## config.mk

```make
export PLATFORM = sky130hd
export DESIGN_NAME = march_sequencer
export DESIGN_NICKNAME = d
export VERILOG_FILES = /design/src/rtl/march_sequencer.sv
export SDC_FILE = /design/constraint.sdc
export NUM_CORES = 1
export LEC_CHECK = 0
export BUFFER_PORTS_ARGS = -buffer_cell sky130_fd_sc_hd__clkbuf_2
export CORE_UTILIZATION = 55
export CTS_CLUSTER_DIAMETER = 60
export DETAILED_ROUTE_END_ITERATION = 8
export PLACE_DENSITY_LB_ADDON = 0.1
export SLEW_MARGIN = 25
export SYNTH_ARGS = -nofsm -noshare
export SYNTH_HDL_FRONTEND = slang
export SYNTH_SLANG_ARGS = --single-unit
export TNS_END_PERCENT = 50
```

## constraint.sdc

```tcl
create_clock -name clk_in -period 5.6 [get_ports clk_in]
set_input_delay 1.4 -clock clk_in [delete_from_list [all_inputs] [get_ports clk_in]]
set_output_delay 1.4 -clock clk_in [all_outputs]
set_load 0.01 [all_outputs]
```

## src/rtl/march_sequencer.sv

```systemverilog
// PMBIST march sequencer: fetches march elements from an async ROM, walks memory, issues R/W ops and compares reads.
// Optional PMBIST_FAIL_CAPTURE_EN adds first-failure address/bit-mask capture ports.
`ifndef DATA_WIDTH
`define DATA_WIDTH 8
`endif

module march_sequencer #(
  parameter int AW = 4,
  parameter int DW = `DATA_WIDTH,
  parameter int IW = 3
) (
  input  logic          clk_in,
  input  logic          rst_in,
  input  logic          start_in,
  output logic [IW-1:0] instr_addr_out,
  input  logic [11:0]   instr_in,
  input  logic [DW-1:0] pattern_in,
  output logic [AW-1:0] mem_addr_out,
  output logic [DW-1:0] mem_wdata_out,
  output logic          mem_we_out,
  output logic          mem_re_out,
  input  logic [DW-1:0] mem_rdata_in,
  output logic          busy_out,
  output logic          done_out,
`ifdef PMBIST_FAIL_CAPTURE_EN
  output logic [AW-1:0] fail_addr_out,
  output logic [DW-1:0] fail_data_out,
`endif
  output logic          fail_out
);

  typedef enum logic [1:0] {S_IDLE, S_FETCH, S_EXEC, S_DONE} state_t;

  state_t        state_q;
  logic [11:0]   ir_q;
  logic [1:0]    k_q;
  logic [AW-1:0] addr_q;
  logic          we_q, re_q;
  logic [DW-1:0] wdata_q, exp_q;
  logic          cmp_vld_q, fail_q;
  logic [IW-1:0] iaddr_q;
`ifdef PMBIST_FAIL_CAPTURE_EN
  logic [AW-1:0] cmp_addr_q, cap_addr_q;
  logic [DW-1:0] cap_data_q;
`endif

  logic [1:0]    k_d;
  logic [AW-1:0] addr_d;
  logic [1:0]    op_d;
  logic          last_op_d, elem_end_d, miscmp_d;

  always_comb begin
    last_op_d  = (k_q == ir_q[9:8]);
    k_d        = last_op_d ? 2'd0 : k_q + 2'd1;
    addr_d     = addr_q;
    if (last_op_d)
      addr_d = ir_q[10] ? addr_q - AW'(1) : addr_q + AW'(1);
    op_d       = ir_q[{k_d, 1'b0} +: 2];
    elem_end_d = last_op_d && (addr_q == (ir_q[10] ? {AW{1'b0}} : {AW{1'b1}}));
    // The read issued last cycle returns its data now; compare against the registered expectation.
    miscmp_d   = cmp_vld_q && (mem_rdata_in != exp_q);
  end

  always_ff @(posedge clk_in) begin
    if (rst_in) begin
      state_q   <= S_IDLE;
      ir_q      <= '0;
      k_q       <= '0;
      addr_q    <= '0;
      we_q      <= 1'b0;
      re_q      <= 1'b0;
      wdata_q   <= '0;
      exp_q     <= '0;
      cmp_vld_q <= 1'b0;
      fail_q    <= 1'b0;
      iaddr_q   <= '0;
`ifdef PMBIST_FAIL_CAPTURE_EN
      cmp_addr_q <= '0;
      cap_addr_q <= '0;
      cap_data_q <= '0;
`endif
    end else begin
      cmp_vld_q <= re_q;
      exp_q     <= wdata_q;
      if (miscmp_d)
        fail_q <= 1'b1;
`ifdef PMBIST_FAIL_CAPTURE_EN
      cmp_addr_q <= addr_q;
      if (miscmp_d && !fail_q) begin
        cap_addr_q <= cmp_addr_q;
        cap_data_q <= mem_rdata_in ^ exp_q;
      end
`endif
      case (state_q)
        S_IDLE: begin
          if (start_in) begin
            state_q <= S_FETCH;
            fail_q  <= 1'b0;
            iaddr_q <= '0;
`ifdef PMBIST_FAIL_CAPTURE_EN
            cap_addr_q <= '0;
            cap_data_q <= '0;
`endif
          end
        end
        S_FETCH: begin
          ir_q    <= instr_in;
          k_q     <= 2'd0;
          addr_q  <= instr_in[10] ? {AW{1'b1}} : {AW{1'b0}};
          we_q    <= instr_in[1];
          re_q    <= ~instr_in[1];
          wdata_q <= pattern_in ^ {DW{instr_in[0]}};
          state_q <= S_EXEC;
        end
        S_EXEC: begin
          if (elem_end_d) begin
            we_q <= 1'b0;
            re_q <= 1'b0;
            // Program ends on the last flag or at the top ROM slot; the ROM address never wraps.
            if (ir_q[11] || (iaddr_q == {IW{1'b1}})) begin
              state_q <= S_DONE;
            end else begin
              iaddr_q <= iaddr_q + IW'(1);
              state_q <= S_FETCH;
            end
          end else begin
            k_q     <= k_d;
            addr_q  <= addr_d;
            we_q    <= op_d[1];
            re_q    <= ~op_d[1];
            wdata_q <= pattern_in ^ {DW{op_d[0]}};
          end
        end
        default: state_q <= S_IDLE;
      endcase
    end
  end

  assign instr_addr_out = iaddr_q;
  assign mem_addr_out   = addr_q;
  assign mem_wdata_out  = wdata_q;
  assign mem_we_out     = we_q;
  assign mem_re_out     = re_q;
  assign busy_out       = (state_q != S_IDLE);
  assign done_out       = (state_q == S_DONE);
  assign fail_out       = fail_q | miscmp_d;
`ifdef PMBIST_FAIL_CAPTURE_EN
  assign fail_addr_out  = cap_addr_q;
  assign fail_data_out  = cap_data_q;
`endif

endmodule

```

; Word-level counts from Yosys, hierarchy flattened
; Cells that the tools add are included.
[op_classes]
bitwise = 5
reduce_logical = 11
shifts = 1
n_mux = 26
n_eq_ne = 12
n_addsub = 4
[ops]
columns = op, count
row1 = 4-bit 2-to-1 mux, 5
row2 = 8-bit case mux with 2 select lines, 1
row3 = 8-bit XOR, 2
row4 = 12-bit by 4-bit variable part select with 2-bit output, 1
row5 = 2-bit 2-to-1 mux, 5
row6 = "2-bit inequality test, second input constant", 5
row7 = 3-bit 2-to-1 mux, 3
row8 = 8-bit 2-to-1 mux, 1
row9 = 8-bit inequality test, 1
row10 = 4-bit case mux with 2 select lines, 1
row11 = 2-bit case mux with 3 select lines, 1
row12 = 3-bit case mux with 2 select lines, 1
row13 = 2-bit nonzero test, 3
row14 = 1-bit 2-to-1 mux, 5
row15 = "4-bit by 1-bit adder with 4-bit output, second input constant", 1
row16 = "2-bit equality test, second input constant", 2
row17 = 4-bit equality test, 1
row18 = 1-bit case mux with 2 select lines, 2
row19 = 2-bit case mux with 2 select lines, 1
row20 = 2-bit AND reduction, 2
row21 = 4-bit AND reduction, 1
row22 = "4-bit by 1-bit subtractor with 4-bit output, second input constant", 1
row23 = "3-bit by 1-bit adder with 3-bit output, second input constant", 1
row24 = "3-bit equality test, second input constant", 1
row25 = 9 further kinds, 11
[totals]
out_inout_bits = 20
regBits = 43
wordCells = 70

; Longest topological paths before layout
[logic_depth]
word_depth = 6
ltp_mapped = 8
depth_no_buf = 7

; Worst setup path after synthesis
; No wires, ideal clock.
[synth_path]
kind = input to output
startpoint = in mem_rdata_in[3]
endpoint = out fail_out
t_arrival_ps = 1872
stages = 4
path_slack_ps = 2328
n_path_buf = 0
required_time_ps = 4200
cell_sequence = xnor2_1 -> nand4_1 -> o21ai_0 -> nand2b_1
[synth_via]
elab_chain_cells = 3
[synth_rtl]
columns = element, line
row1 = from (decl), 22  ; input logic [DW-1:0] mem_rdata_in,
row2 = 8-bit inequality test, 61  ; miscmp_d = cmp_vld_q && (mem_rdata_in != exp_q);
row3 = 1-bit logical AND, 61
row4 = 1-bit bitwise OR, 146  ; assign fail_out = fail_q | miscmp_d;
row5 = to (decl), 29  ; output logic fail_out
; Every way passes these cells.

; Final worst setup path
[layout_path]
startpoint = in mem_rdata_in[4]
endpoint = out fail_out
; The elaborated chain is that of the path after synthesis.

==> impl_results.md <==
* Status: finished clean
* Power density over cell area at 465.7 nW/um^2
* Share of layout cells above drive strength 1 at 20.68%
* Port Buf Inserts at 50
* Antenna violations before repair at 0
* Sequential Area at 860.8 um^2
* Async set or reset register ratio after synthesis at 0%
* Yosys Warn Count at 0
* Crit path max fanout at 2
* Peak supply drop at 0.0002647 V
* Top-Level Pins at a little over 50
* # Max-Cap Violations at 0
* Synth Cell Area at 2242 um^2
* DR WL/cell at 13.19 um
* Fin. max-slew vios at 0
* Number of core rows at 22
* Post-CTS Setup Repair Bufs at 0
* Layout Skew at 0.003393 ns
* Post-CTS sizing at 0
* Post-detail-place hpwl at 3.160 mm
* Final Instance Area at ~2600 um^2
* Peak Freq at 0.2748 GHz
* Setup TNS at 0 ns
* Setup violators final at 0
* DIE AREA at 4336 um^2
* Multi-input gate area at 1297 um^2
* Distinct cells, synth at 44
* Number of diodes at 0
* Crit path kind: in2out
* Starting Density at 59.46%
* Worst EP required at 4.20 ns
* Area grow syn2layout at 16.02%
* CTS Buf Count at 5
* Seq cells post-synth at 43
* Total congestion overflow at 0
* CTS tree: built
* Max incr delay on CP at 0.21 ns
* # fillers at 307
* CP arrival at 2.24 ns
* Largest net degree at the start of global routing at 51
* Post-synth EDFFs at 0
* Crit path max-delay family: simple AND/OR/NAND/NOR gates
* DRC viols at 0
* RSZ-0062 raised after global routing: false
* Clock tree buffer depth at 2
* CP cell instances: clkbuf_2 > xnor2_1 > nand4_1 > o21ai_0 > nand2b_1 > clkbuf_2
* Slowest stage cell, crit path: o21ai_0
* Register area share after synthesis at 38.39%
* Core Region at around 3800 um^2
* Most frequent cells in the layout: clkbuf_2, dfxtp_1, nor2_1
* Commonest non-fill, non-tap cell in the layout: clkbuf_2
* Drt pass-1 iters at 4
* Clock Tree Root: clkbuf_8
* Via density at 5.560
* Syn_nets at 292
* Final cycle utilization of the critical path at 64.98%
* Global-route wire length before repair at approximately 7.3 mm
* Hold Path Class: reg2reg
* Type of origin of the critical path: input pin
* Top_reg_cell synth: dfxtp_1
* Die height at 65.85 um
* CTS sink cnt at 43
* Critical path endpoint category: output pin
* Routed WL at 4.525 mm
* Syn Area/Cell at 8.933 um^2
* Gpl congestion at 0.8430
* Crit path top cell by count: clkbuf_2
* Worst Path Buf+Inv at 2
* Antenna-violating nets left at 0
* Fin. Hold Viols at 0
* Leakage at 1.084 nW
* Clock transition at path regs at 0.08 ns
* Final core occ at between 60 and 70%
* Iteration-0 DRC Markers at 143
* Skew-Pair Late Insertion Delay at 0.29 ns
* Placed cell area at 2499 um^2
* Vias in the first global route at 1646
* Final Critical Period at 3.639 ns
* Final net count at approximately 340
* Slew HR at 33.40%
* Routed vias at 1907
* Post-synthesis cell count at 251
* Global router's overall resource usage at 21.95%
* CTS H-Tree Depth at 2
* R2R Setup Slk at 2.88 ns
* CTS Hold Bufs at 0
* Die X at 65.85 um
* Worst Tran Pin Value at 0.9914 ns
routing by layer:
metal	wire length [um]	track usage [%]	vias up
met5	0	0	-
met4	64	8.696	0
met3	264	5.000	8
met2	2000	33.93	53
met1	2196	29.34	868
li1	-	-	978
cells by family after synthesis:
| logic type | share of synthesized area (%) |
|---|---|
| xor+xnor | 5.468 |
| fa+ha+maj | 5.915 |
| mux | 7.143 |
| flops | 38.39 |
| simple gates | 20.65 |
| buf+inv | 3.739 |
| compound gates | 18.69 |
power breakdown:
group          switching, mW  internal, mW
registers             0.0621         0.390
clock network         0.0998         0.131
logic                  0.307         0.222
final cells by class:
class / count / share of cell area, %
multi-input combinational: 187 / 49.88
sequential: 43 / 33.09
timing repair buffer: 50 / 9.620
clock buffer: 6 / 2.790
tap: 48 / 2.309
clock inverter: 1 / 1.154
inverter: 8 / 1.154
synth_stat cells, types with 2 or more instances:
master | number | area, um^2
o21a_1 | 2 | 15.01
o221ai_1 | 2 | 17.52
nor2_1 | 23 | 86.33
dfxtp_1 | 43 | 860.8
mux2i_1 | 16 | 160.2
nand2b_1 | 8 | 50.05
nand2_1 | 16 | 60.06
nor2b_1 | 18 | 112.6
xnor2_1 | 10 | 87.58
clkbuf_1 | 9 | 33.78
o21ai_0 | 6 | 30.03
o22ai_1 | 2 | 12.51
a211oi_1 | 3 | 22.52
nor3b_1 | 2 | 15.01
inv_1 | 8 | 30.03
o211ai_1 | 9 | 67.56
buf_1 | 2 | 7.510
or3_1 | 9 | 56.30
nor3_1 | 3 | 15.01
nand3_1 | 4 | 20.02
nand4_1 | 2 | 12.51
a21oi_1 | 13 | 65.06
o21ai_1 | 2 | 10.01
xor2_1 | 4 | 35.03
o2111ai_1 | 8 | 70.07
ha_1 | 9 | 112.6
registers in the layout (all words and copies together) (netlist names):
register,flops
cmp_vld_q,1
exp_q,8
fail_q,1
instr_addr_out,3
ir_q,12
k_q,2
mem_addr_out,4
mem_re_out,1
mem_wdata_out,8
mem_we_out,1
state_q,2
metrics by stage:
step / hold slack (ns) / total power [mW] / std cells / worst slack, ns
after floorplan: 0.4511 / 0.8476 / 251 / 2.328
after global placement: 0.4704 / 0.9745 / 336 / 1.981
after detailed placement: 0.4746 / 0.9853 / 336 / 1.948
after CTS: 0.4894 / 1.216 / 343 / 1.948
after global routing: 0.5017 / 1.296 / 343 / 1.816
final: 0.4864 / 1.211 / 343 / 1.961
path summary, 6_finish.rpt:
check,endpoint,startpoint,cells after the start
worst max-delay path,fail_out,mem_rdata_in[4],6
worst max register to register,mem_addr_out[0],state_q[0],7
worst min-delay path,exp_q[6],mem_wdata_out[6],1
worst min register to register,exp_q[6],mem_wdata_out[6],1
worst reg2reg max path, delay by kind of cell (launching register included):
kind | cells | cell delay [ns]
and+or+nand+nor | 1 | 0.48
adders and majority gates | 1 | 0.56
buffers and inverters | 2 | 0.48
DFF | 1 | 0.37
AOI/OAI and AO/OA | 2 | 0.44
muxes | 1 | 0.24
(Power assumes the default switching activity.)
